$ cat src/rtl/mul_div_seq_ctrl_pkg.sv
// mul_div_pkg: shared state encoding, mode constants and width helper
// for the iterative multiply/divide sequencer.
package mul_div_pkg;
    typedef enum logic [1:0] {IDLE = 2'd0, CALC = 2'd1, FIX = 2'd2, FIN = 2'd3} state_t;
    localparam logic MODE_MUL = 1'b0;
    localparam logic MODE_DIV = 1'b1;
    function automatic int clog2(input int n);
        int w = 1;
        while ((1 << w) < n) w++;
        return w;
    endfunction
endpackage

$ cat src/rtl/mul_div_seq_ctrl_if.sv
// mul_div_seq_ctrl_if: request/result bundle between the bus stage and the sequencer.
interface mul_div_seq_ctrl_if #(parameter int N = 4);
    logic         start;
    logic         mul_bar;
    logic [N-1:0] a;
    logic [N-1:0] b;
    logic         busy;
    logic         done;
    logic [N-1:0] result_hi;
    logic [N-1:0] result_lo;
    logic         div0;
    modport master (output start, mul_bar, a, b, input busy, done, result_hi, result_lo, div0);
    modport slave (input start, mul_bar, a, b, output busy, done, result_hi, result_lo, div0);
endinterface

$ cat src/rtl/mul_div_seq_ctrl_array_row.sv
// array_row: one row of add/subtract cells chained on carry; i_mul_bar=1 subtracts i_x_in.
// o_sign is bit N of the (N+1)-bit result whose top operand bit is i_in_prev.
module array_row #(parameter int N = 4) (
    input  logic [N-1:0] i_y_row,
    input  logic [N-1:0] i_x_in,
    input  logic         i_in_prev,
    input  logic         i_mul_bar,
    output logic [N-1:0] o_out,
    output logic         o_carry,
    output logic         o_sign
);
    logic [N:0]   w_c;
    logic [N-1:0] w_xb;
    assign w_c[0] = i_mul_bar;
    assign w_xb   = i_x_in ^ {N{i_mul_bar}};
    genvar g;
    for (g = 0; g < N; g++) begin : g_cell
        assign o_out[g]   = i_y_row[g] ^ w_xb[g] ^ w_c[g];
        assign w_c[g + 1] = (i_y_row[g] & w_xb[g]) | (w_c[g] & (i_y_row[g] ^ w_xb[g]));
    end
    assign o_carry = w_c[N];
    assign o_sign  = i_in_prev ^ i_mul_bar ^ w_c[N];
endmodule

$ cat src/rtl/mul_div_seq_ctrl.sv
// mul_div_seq_ctrl: iterates one array row N times for shift-add multiply
// or non-restoring divide, holding the partial result between cycles.
module mul_div_seq_ctrl
    import mul_div_pkg::*;
#(parameter int N = 4) (
    input logic clk,
    input logic rst,
    mul_div_seq_ctrl_if.slave io_bus
);
    localparam int CW = clog2(N);
    state_t       r_state;
    logic [CW-1:0] r_cnt;
    logic         r_mode, r_busy, r_done, r_div0;
    logic [N-1:0] r_a, r_b, r_lo, r_res_hi, r_res_lo;
    logic [N:0]   r_hi;
    logic         w_div_calc, w_sub, w_prev, w_carry, w_sign, w_div0;
    logic [N-1:0] w_y, w_x, w_out;
    // r_hi is acc_hi (mul) or the signed N+1-bit remainder (div); r_lo is acc_lo or quotient
    always_comb begin
        w_div_calc = r_state == CALC && r_mode == MODE_DIV;
        w_sub      = w_div_calc && !r_hi[N];
        w_y        = w_div_calc ? {r_hi[N-2:0], r_lo[N-1]} : r_hi[N-1:0];
        w_prev     = w_div_calc ? r_hi[N-1] : r_hi[N];
        w_x        = r_mode == MODE_DIV ? r_b : (r_lo[0] ? r_a : '0);
        w_div0     = r_mode == MODE_DIV && r_b == '0;
    end
    array_row #(.N(N)) u_row (
        .i_y_row   (w_y),
        .i_x_in    (w_x),
        .i_in_prev (w_prev),
        .i_mul_bar (w_sub),
        .o_out     (w_out),
        .o_carry   (w_carry),
        .o_sign    (w_sign)
    );
    always_ff @(posedge clk) begin
        if (rst) begin
            r_state  <= IDLE;
            r_cnt    <= '0;
            r_mode   <= MODE_MUL;
            r_busy   <= 1'b0;
            r_done   <= 1'b0;
            r_div0   <= 1'b0;
            r_a      <= '0;
            r_b      <= '0;
            r_hi     <= '0;
            r_lo     <= '0;
            r_res_hi <= '0;
            r_res_lo <= '0;
        end else begin
            r_done <= 1'b0;
            case (r_state)
                IDLE: if (io_bus.start) begin
                    r_a     <= io_bus.a;
                    r_b     <= io_bus.b;
                    r_mode  <= io_bus.mul_bar;
                    r_hi    <= '0;
                    r_lo    <= io_bus.mul_bar == MODE_DIV ? io_bus.a : io_bus.b;
                    r_cnt   <= CW'(N - 1);
                    r_div0  <= 1'b0;
                    r_busy  <= 1'b1;
                    r_state <= (io_bus.mul_bar == MODE_DIV && io_bus.b == '0) ? FIN : CALC;
                end
                CALC: begin
                    r_hi    <= r_mode == MODE_DIV ? {w_sign, w_out} : {1'b0, w_carry, w_out[N-1:1]};
                    r_lo    <= r_mode == MODE_DIV ? {r_lo[N-2:0], ~w_sign} : {w_out[0], r_lo[N-1:1]};
                    r_cnt   <= r_cnt - CW'(1);
                    r_state <= r_cnt != '0 ? CALC : (r_mode == MODE_DIV ? FIX : FIN);
                end
                FIX: begin
                    r_hi    <= r_hi[N] ? {1'b0, w_out} : r_hi;
                    r_state <= FIN;
                end
                FIN: begin
                    r_done   <= 1'b1;
                    r_busy   <= 1'b0;
                    r_res_hi <= w_div0 ? r_a : r_hi[N-1:0];
                    r_res_lo <= w_div0 ? '1 : r_lo;
                    r_div0   <= w_div0;
                    r_state  <= IDLE;
                end
            endcase
        end
    end
    assign io_bus.busy      = r_busy;
    assign io_bus.done      = r_done;
    assign io_bus.result_hi = r_res_hi;
    assign io_bus.result_lo = r_res_lo;
    assign io_bus.div0      = r_div0;
endmodule

$ cat src/flat_wrapper.sv
// flat-port wrapper written by rule: the top's interface ports become plain ports
module mul_div_seq_ctrl_flat import mul_div_pkg::*;
#(parameter int N = 4)
  (clk, rst, io_bus_start, io_bus_mul_bar, io_bus_a, io_bus_b, io_bus_busy, io_bus_done, io_bus_result_hi, io_bus_result_lo, io_bus_div0);
  mul_div_seq_ctrl_if #(.N(N)) io_bus_i ();
  input logic clk;
  input logic rst;
  input wire logic [$bits(io_bus_i.start)-1:0] io_bus_start;
  input wire logic [$bits(io_bus_i.mul_bar)-1:0] io_bus_mul_bar;
  input wire logic [$bits(io_bus_i.a)-1:0] io_bus_a;
  input wire logic [$bits(io_bus_i.b)-1:0] io_bus_b;
  output wire logic [$bits(io_bus_i.busy)-1:0] io_bus_busy;
  output wire logic [$bits(io_bus_i.done)-1:0] io_bus_done;
  output wire logic [$bits(io_bus_i.result_hi)-1:0] io_bus_result_hi;
  output wire logic [$bits(io_bus_i.result_lo)-1:0] io_bus_result_lo;
  output wire logic [$bits(io_bus_i.div0)-1:0] io_bus_div0;
  assign io_bus_i.start = io_bus_start;
  assign io_bus_i.mul_bar = io_bus_mul_bar;
  assign io_bus_i.a = io_bus_a;
  assign io_bus_i.b = io_bus_b;
  assign io_bus_busy = io_bus_i.busy;
  assign io_bus_done = io_bus_i.done;
  assign io_bus_result_hi = io_bus_i.result_hi;
  assign io_bus_result_lo = io_bus_i.result_lo;
  assign io_bus_div0 = io_bus_i.div0;
  mul_div_seq_ctrl #(.N(N)) u_core (.clk(clk), .rst(rst), .io_bus(io_bus_i));
endmodule
$ cat config.mk
export PLATFORM = sky130hd
export DESIGN_NAME = mul_div_seq_ctrl_flat
export DESIGN_NICKNAME = d
export VERILOG_FILES = /design/src/rtl/mul_div_seq_ctrl_pkg.sv /design/src/rtl/mul_div_seq_ctrl_if.sv /design/src/rtl/mul_div_seq_ctrl_array_row.sv /design/src/rtl/mul_div_seq_ctrl.sv /design/src/flat_wrapper.sv
export SDC_FILE = /design/constraint.sdc
export NUM_CORES = 1
export LEC_CHECK = 0
export ABC_AREA = 1
export CAP_MARGIN = 0
export CORE_UTILIZATION = 60
export DETAILED_ROUTE_END_ITERATION = 7
export PLACE_DENSITY_LB_ADDON = 0.05
export SYNTH_ARGS = -nofsm -noshare
export SYNTH_HDL_FRONTEND = slang
export SYNTH_HIERARCHICAL = 1
export SYNTH_SLANG_ARGS = --single-unit
$ cat constraint.sdc
create_clock -name clk -period 5.6 [get_ports clk]
set_clock_uncertainty 0.15 [all_clocks]
set_input_delay 0.56 -clock clk [delete_from_list [all_inputs] [get_ports clk]]
set_output_delay 0.56 -clock clk [all_outputs]
set_load 0.05 [all_outputs]
-- Yosys cells after proc, flatten, opt, wreduce, memory -nomap -nowiden
Index checks and enable logic that the tools add are counted.
- register bits: 33
- latch bits: 0
- memory bits (writable): 0
- memory bits (read-only): 0
- bits of input ports: 12
- word-level logic and storage cells: 86
- memories kept: 0
- add/sub/neg operators: 1
- multipliers: 0
- div/mod/pow operators: 0
- magnitude comparators: 0
- equality and inequality tests: 5
- shift-type cells: 0
- muxes and demuxes: 26
- bitwise gates (word level): 24
- reduce and logical (&&, ||, !) cells: 17
- operator list (operator ; number):
    $mux 4 ; 9
    $pmux 5 s3 ; 1
    $mux 5 ; 2
    $xor 1x1->1 ; 10
    $and 1x1->1 ; 8
    $logic_not 4->1 ; 2
    $mux 2 ; 4
    $pmux 2 s4 ; 1
    $pmux 4 s2 ; 1
    $reduce_and 2->1 ; 4
    $reduce_bool 2->1 ; 3
    $mux 1 ; 5
    $eq 2x2->1 const B ; 2
    $logic_and 1x1->1 ; 4
    $or 1x1->1 ; 4
    $pmux 1 s2 ; 2
    $pmux 2 s2 ; 1
    $xor 4x4->4 ; 1
    $reduce_and 3->1 ; 1
    $reduce_bool 3->1 ; 1
    $eq 2x1->1 const B ; 1
    $logic_not 2->1 ; 1
    $ne 2x1->1 const B ; 1
    $ne 2x2->1 const B ; 1
    3 further kinds ; 3

-- Depth between registers and ports, before layout
- depth after elaboration: 17
- depth in mapped cells: 21
- depth with buffers taken out: 20

-- Cells and area by module
The synthesis kept the hierarchy.
- by module, submodules not included (module ; times used ; cells an instance ; area each (µm²) ; sequential area each (µm²)):
    mul_div_seq_ctrl ; 1 ; 255 ; 1790.5 ; 660.6
    array_row ; 1 ; 23 ; 161.4 ; 0.0

-- Worst setup path before layout
OpenSTA, ideal clock, no wires.
- path kind: register to register
- start: register u_core.r_state[1]
- end: register u_core.r_lo[0]
- setup time: 0.109 ns
- arrival time: 2.810 ns
- required time: 5.341 ns
- setup slack: 2.531 ns
- cell stages (with the launch flop): 21
- period minus slack after synthesis: 3.069 ns
- path through: dfxtp_1 inv_1 ha_1 nand2_1 buf_2 nor2_1 clkbuf_2 xor2_1 fa_1 inv_1 fa_1 inv_1 fa_1 inv_1 nand2_1 nand2_1 nand2_1 o211ai_1 nand3_1 nand2_1 inv_1
- longest elaborated chain between the ends: 17
- elaborated cells on any way between the ends: 31
- those cells by class: 2 x eq/ne; 4 x mux; 20 x bitwise; 5 x reduce/logical
- ends and longest elaborated chain (element ; line ; text):
    from (decl) ; mul_div_seq_ctrl.sv:11 ; state_t r_state;
    from (signal assigned) ; mul_div_seq_ctrl.sv:62 ; r_state <= (io_bus.mul_bar == MODE_DIV && io_bus.b == '0) ? FIN : CALC;
    from (signal assigned) ; mul_div_seq_ctrl.sv:68 ; r_state <= r_cnt != '0 ? CALC : (r_mode == MODE_DIV ? FIX : FIN);
    $eq 2x1->1 * ; mul_div_seq_ctrl.sv:20 ; w_div_calc = r_state == CALC && r_mode == MODE_DIV;
    $logic_and 1x1->1 * ; mul_div_seq_ctrl.sv:20 ;
    $logic_and 1x1->1 * ; mul_div_seq_ctrl.sv:21 ; w_sub = w_div_calc && !r_hi[N];
    via u_core.w_sub ; mul_div_seq_ctrl.sv:16 ; logic w_div_calc, w_sub, w_prev, w_carry, w_sign, w_div0;
    $xor 4x4->4 ; mul_div_seq_ctrl_array_row.sv:15 ; assign w_xb = i_x_in ^ {N{i_mul_bar}};
    $xor 1x1->1 ; mul_div_seq_ctrl_array_row.sv:19 ; assign w_c[g + 1] = (i_y_row[g] & w_xb[g]) | (w_c[g] & (i_y_row[g] ^ w_xb[g]));
    $and 1x1->1 ; mul_div_seq_ctrl_array_row.sv:19 ;
    $or 1x1->1 ; mul_div_seq_ctrl_array_row.sv:19 ;
    (+4 left out) ; - ;
    $and 1x1->1 ; mul_div_seq_ctrl_array_row.sv:19 ;
    $or 1x1->1 * ; mul_div_seq_ctrl_array_row.sv:19 ;
    via u_core.w_carry ; mul_div_seq_ctrl.sv:16 ;
    $xor 1x1->1 * ; mul_div_seq_ctrl_array_row.sv:22 ; assign o_sign = i_in_prev ^ i_mul_bar ^ w_c[N];
    via u_core.w_sign ; mul_div_seq_ctrl.sv:16 ;
    $not 1->1 * ; mul_div_seq_ctrl.sv:66 ; r_lo <= r_mode == MODE_DIV ? {r_lo[N-2:0], ~w_sign} : {w_out[0], r_lo[N-1:1]};
    $mux 4 * ; mul_div_seq_ctrl.sv:66 ;
    $pmux 4 s2 * ; mul_div_seq_ctrl.sv:52 ; case (r_state)
    to (signal assigned) ; mul_div_seq_ctrl.sv:58 ; r_lo <= io_bus.mul_bar == MODE_DIV ? io_bus.a : io_bus.b;
    to (signal assigned) ; mul_div_seq_ctrl.sv:66 ;
    to (decl) ; mul_div_seq_ctrl.sv:14 ; logic [N-1:0] r_a, r_b, r_lo, r_res_hi, r_res_lo;
The timed path passes the listed nets; every way through them passes the cells marked *.
A chain may end at the register's enable or synchronous reset.

-- Worst setup path after layout
- start: register u_core.r_state[1]
- end: register u_core.r_hi[4]
- longest elaborated chain between the ends: 16
- elaborated cells on any way between the ends: 31
- those cells by class: 3 x eq/ne; 4 x mux; 19 x bitwise; 5 x reduce/logical
- ends and longest elaborated chain (element ; line ; text):
    $eq 2x1->1 * ; mul_div_seq_ctrl.sv:20 ;
    $logic_and 1x1->1 * ; mul_div_seq_ctrl.sv:20 ;
    $logic_and 1x1->1 * ; mul_div_seq_ctrl.sv:21 ;
    via u_core.w_sub ; mul_div_seq_ctrl.sv:16 ;
    $xor 4x4->4 ; mul_div_seq_ctrl_array_row.sv:15 ;
    $xor 1x1->1 ; mul_div_seq_ctrl_array_row.sv:19 ;
    $and 1x1->1 ; mul_div_seq_ctrl_array_row.sv:19 ;
    $or 1x1->1 ; mul_div_seq_ctrl_array_row.sv:19 ;
    (+3 left out) ; - ;
    $or 1x1->1 ; mul_div_seq_ctrl_array_row.sv:19 ;
    $and 1x1->1 ; mul_div_seq_ctrl_array_row.sv:19 ;
    $or 1x1->1 * ; mul_div_seq_ctrl_array_row.sv:19 ;
    via u_core.w_carry ; mul_div_seq_ctrl.sv:16 ;
    $xor 1x1->1 * ; mul_div_seq_ctrl_array_row.sv:22 ;
    via u_core.w_sign ; mul_div_seq_ctrl.sv:16 ;
    $mux 5 * ; mul_div_seq_ctrl.sv:65 ; r_hi <= r_mode == MODE_DIV ? {w_sign, w_out} : {1'b0, w_carry, w_out[N-1:1]};
    $pmux 5 s3 * ; mul_div_seq_ctrl.sv:52 ;
    to (signal assigned) ; mul_div_seq_ctrl.sv:65 ;
    to (signal assigned) ; mul_div_seq_ctrl.sv:71 ; r_hi <= r_hi[N] ? {1'b0, w_out} : r_hi;
    to (decl) ; mul_div_seq_ctrl.sv:15 ; logic [N:0] r_hi;
Marks and branches as above.

==> flow_summary.yaml <==
placement:
  place_hpwl_um: 3148
  dp_worst_setup_slack_ns: 2.126
  port_buffers: 22
  place_congestion: 0.8940
  place_area_um2: 2150
logic_synthesis:
  ys.flop_type: "dfxtp_1"
  ys_seq_area_share_pct: 33.85
  yosysUniqueCellTypes: 28
  synth_edf_count: 0
  ys_seq_elements: 33
  synth_area_um2: 1952
  yosysWarnings: 6
  syn-instance-count: 278
  async_flop_share_pct: 0
  syn_area_per_cell_um2: 7.021
  syn-num-nets: 300
power:
  total_power_uw: 578.5
  p_leak_uw: 0.0009684
  power_density_nw_per_um2: 263.2
  max-vdd-ir-drop_mv: 0.1641
timing:
  rsz0062_at_grt: "false"
  setup_ws_ns: 2.050
  max-slew-margin-rel_pct: 53.77
  worstMarginPinSlew_ns: 0.6934
  setup_viol: 0
  maxSlewViolCount: 0
  timing.fmax_ghz: 0.2817
  fin_crit_ns: 3.550
  period_share_pct: 63.40
  holdWs_ns: 0.3483
  tns_ns: 0
  final_hold_viol_count: 0
floorplan:
  die_w_um: 59.04
  ioPinCount: 23
  die_h_um: 59.04
  die_area_um2: 3485
  initial_core_util_pct: 63.41
  rows: 20
  core_area_um2: 3078
outcome:
  status: "completed"
setup_path:
  startpoint_type: "flip-flop"
  slowest_stage: "nor2_1"
  worstPathArrival_ns: 3.66
  end_kind: "flip-flop"
  critPathMaxStageDelay_ns: 0.44
  crit_chain: "inv_1 > ha_1 > nand2_1 > nor2_1 > xor2_1 > fa_1 > inv_1 > fa_1 > inv_1 > fa_1 > inv_1 > nand2_1 > nand2_1 > nand2_1 > nor2_1 > nand3_1 > a21oi_1"
  criticalPathCategory: "reg2reg"
  cp_max_fo: 11
  crit_required_ns: 5.71
global_route:
  grt_usage_pct: 27.51
  grt_max_degree: 21
  grt_pass1_wl_um: 7107
  grt_pass1_vias: 1577
  grt_antenna_before_repair: 0
  gr-total-overflow: 0
finish:
  drive_gt1_share_pct: 6.780
  fin_area_um2: 2198
  area_growth_pct: 12.63
  seq_area_um2: 660.6
  multiInputGateArea_um2: 1041
  fillers: 281
  antenna_cells: 0
  nets: 316
clock_network:
  worstSkewPairLatency_ns: 0.33
  cts_made_buffers: 5
  cts_buffer_depth: 2
  cts.sinks: 33
  cts_tree: "built"
  cts_root_buffer: "clkbuf_4"
  htreeDepth: 2
  post_cts_buffers: 0
  clk_pin_slew_worst_paths_ns: 0.10
  cts.repair.resized: 0
  holdBufCountCts: 0
routing:
  drtPass1Iterations: 4
  antenna_left: 0
  drc: 0
  vias: 1771
  wirelength_um: 4231
  drt_iter0_markers: 125
  viasPerCell: 5.224
  routedWlPerCell_um: 12.48
hold_path:
  hold_class: "reg2reg"
run:
  cap_violations: 0
synth_stat cells, drive strengths merged, types with 3 or more instances:
cell type	instances	area, um^2
fa	3	60.06
o211ai	5	37.54
nand2	51	201.4
nand4	6	37.54
xor2	3	26.28
inv	46	172.7
nor2	28	122.6
a21oi	22	110.1
o21ai	32	163.9
nand3	20	125.1
dfxtp	33	660.6
clkbuf	3	12.51
buf	10	65.06
a31oi	6	37.54
ha	7	87.58
layout make-up:
type,instances,area share (%)
clock buffers,8,2.220
inverters,46,7.854
multi-input cells,186,47.35
flip-flops and latches,33,30.05
well taps,44,2.504
repair buffers,22,10.02
worst max-delay path, delay by kind of cell, from the launching register on:
| family | cells | cell delay, ns |
|---|---|---|
| buf+inv | 4 | 0.33 |
| fa+ha+maj | 4 | 1.23 |
| simple gates | 7 | 1.06 |
| compound gates | 1 | 0.17 |
| flops | 1 | 0.38 |
| xor+xnor | 1 | 0.16 |
routing by layer:
layer | global-route usage, % | wire length [um] | vias up | share of wire [%]
met5 | 0 | 0 | - | 0
met4 | 10.20 | 93 | 0 | 2.2
met3 | 6.550 | 224 | 10 | 5.3
met2 | 43.83 | 1940 | 56 | 46
met1 | 36.26 | 1972 | 770 | 47
li1 | - | - | 935 | -
path summary, 6_finish.rpt:
kind | slack, ns | endpoint | start | cells after the start
worst max-delay path | 2.05 | u_core/r_hi[4]$_SDFFE_PP0P_ | u_core/r_state[1]$_SDFFE_PP0P_ | 17
worst min register to register | 0.35 | u_core/r_b[3]$_SDFFE_PP0P_ | u_core/r_b[3]$_SDFFE_PP0P_ | 2
worst max register to register | 2.05 | u_core/r_hi[4]$_SDFFE_PP0P_ | u_core/r_state[1]$_SDFFE_PP0P_ | 17
worst min-delay path | 0.35 | u_core/r_b[3]$_SDFFE_PP0P_ | u_core/r_b[3]$_SDFFE_PP0P_ | 2
through the flow:
stage	instances	utilization, %
floorplan	278	-
global placement	331	69.84
detailed placement	331	69.84
CTS	339	71.42
global route	339	71.42
finish	339	71.42
cells by family after synthesis:
family          count (synthesis)  synth area share, %
buf+inv                        59                12.82
flops                          33                33.85
xor+xnor                        4                1.795
compound gates                 66                18.27
mux                             1               0.7690
simple gates                  105                24.94
fa+ha+maj                      10                7.564
sequential cells by signal (all words and copies together), names as in the netlist:
name,cells
u_core/io_bus.busy,1
u_core/r_cnt,2
u_core/r_state,2
u_core/r_hi,5
u_core/io_bus.done,1
u_core/io_bus.div0,1
u_core/r_b,4
u_core/r_mode,1
u_core/r_lo,4
u_core/io_bus.result_hi,4
u_core/r_a,4
u_core/io_bus.result_lo,4
placed cells by master (no fill, tap or decap), types with 2 or more instances in the layout:
cell type,instances
a21oi_1,22
a31oi_1,6
clkbuf_1,3
clkbuf_4,5
clkdlybuf4s50_1,22
dfxtp_1,33
fa_1,3
ha_1,7
inv_1,42
inv_2,4
nand2_1,47
nand2_2,4
nand3_1,18
nand3_4,2
nand4_1,6
nor2_1,25
nor2_4,2
o211ai_1,5
o21ai_0,28
o21ai_1,3
xor2_1,3
report_power, final:
group	leakage, uW	internal [uW]	switching, uW	total (uW)
Sequential	0.000270	256	21.3	278
Combinational	0.000672	59.6	115	175
Clock	0.0000265	50.0	76.3	126
Note: power is estimated with default switching activity, not from simulation.
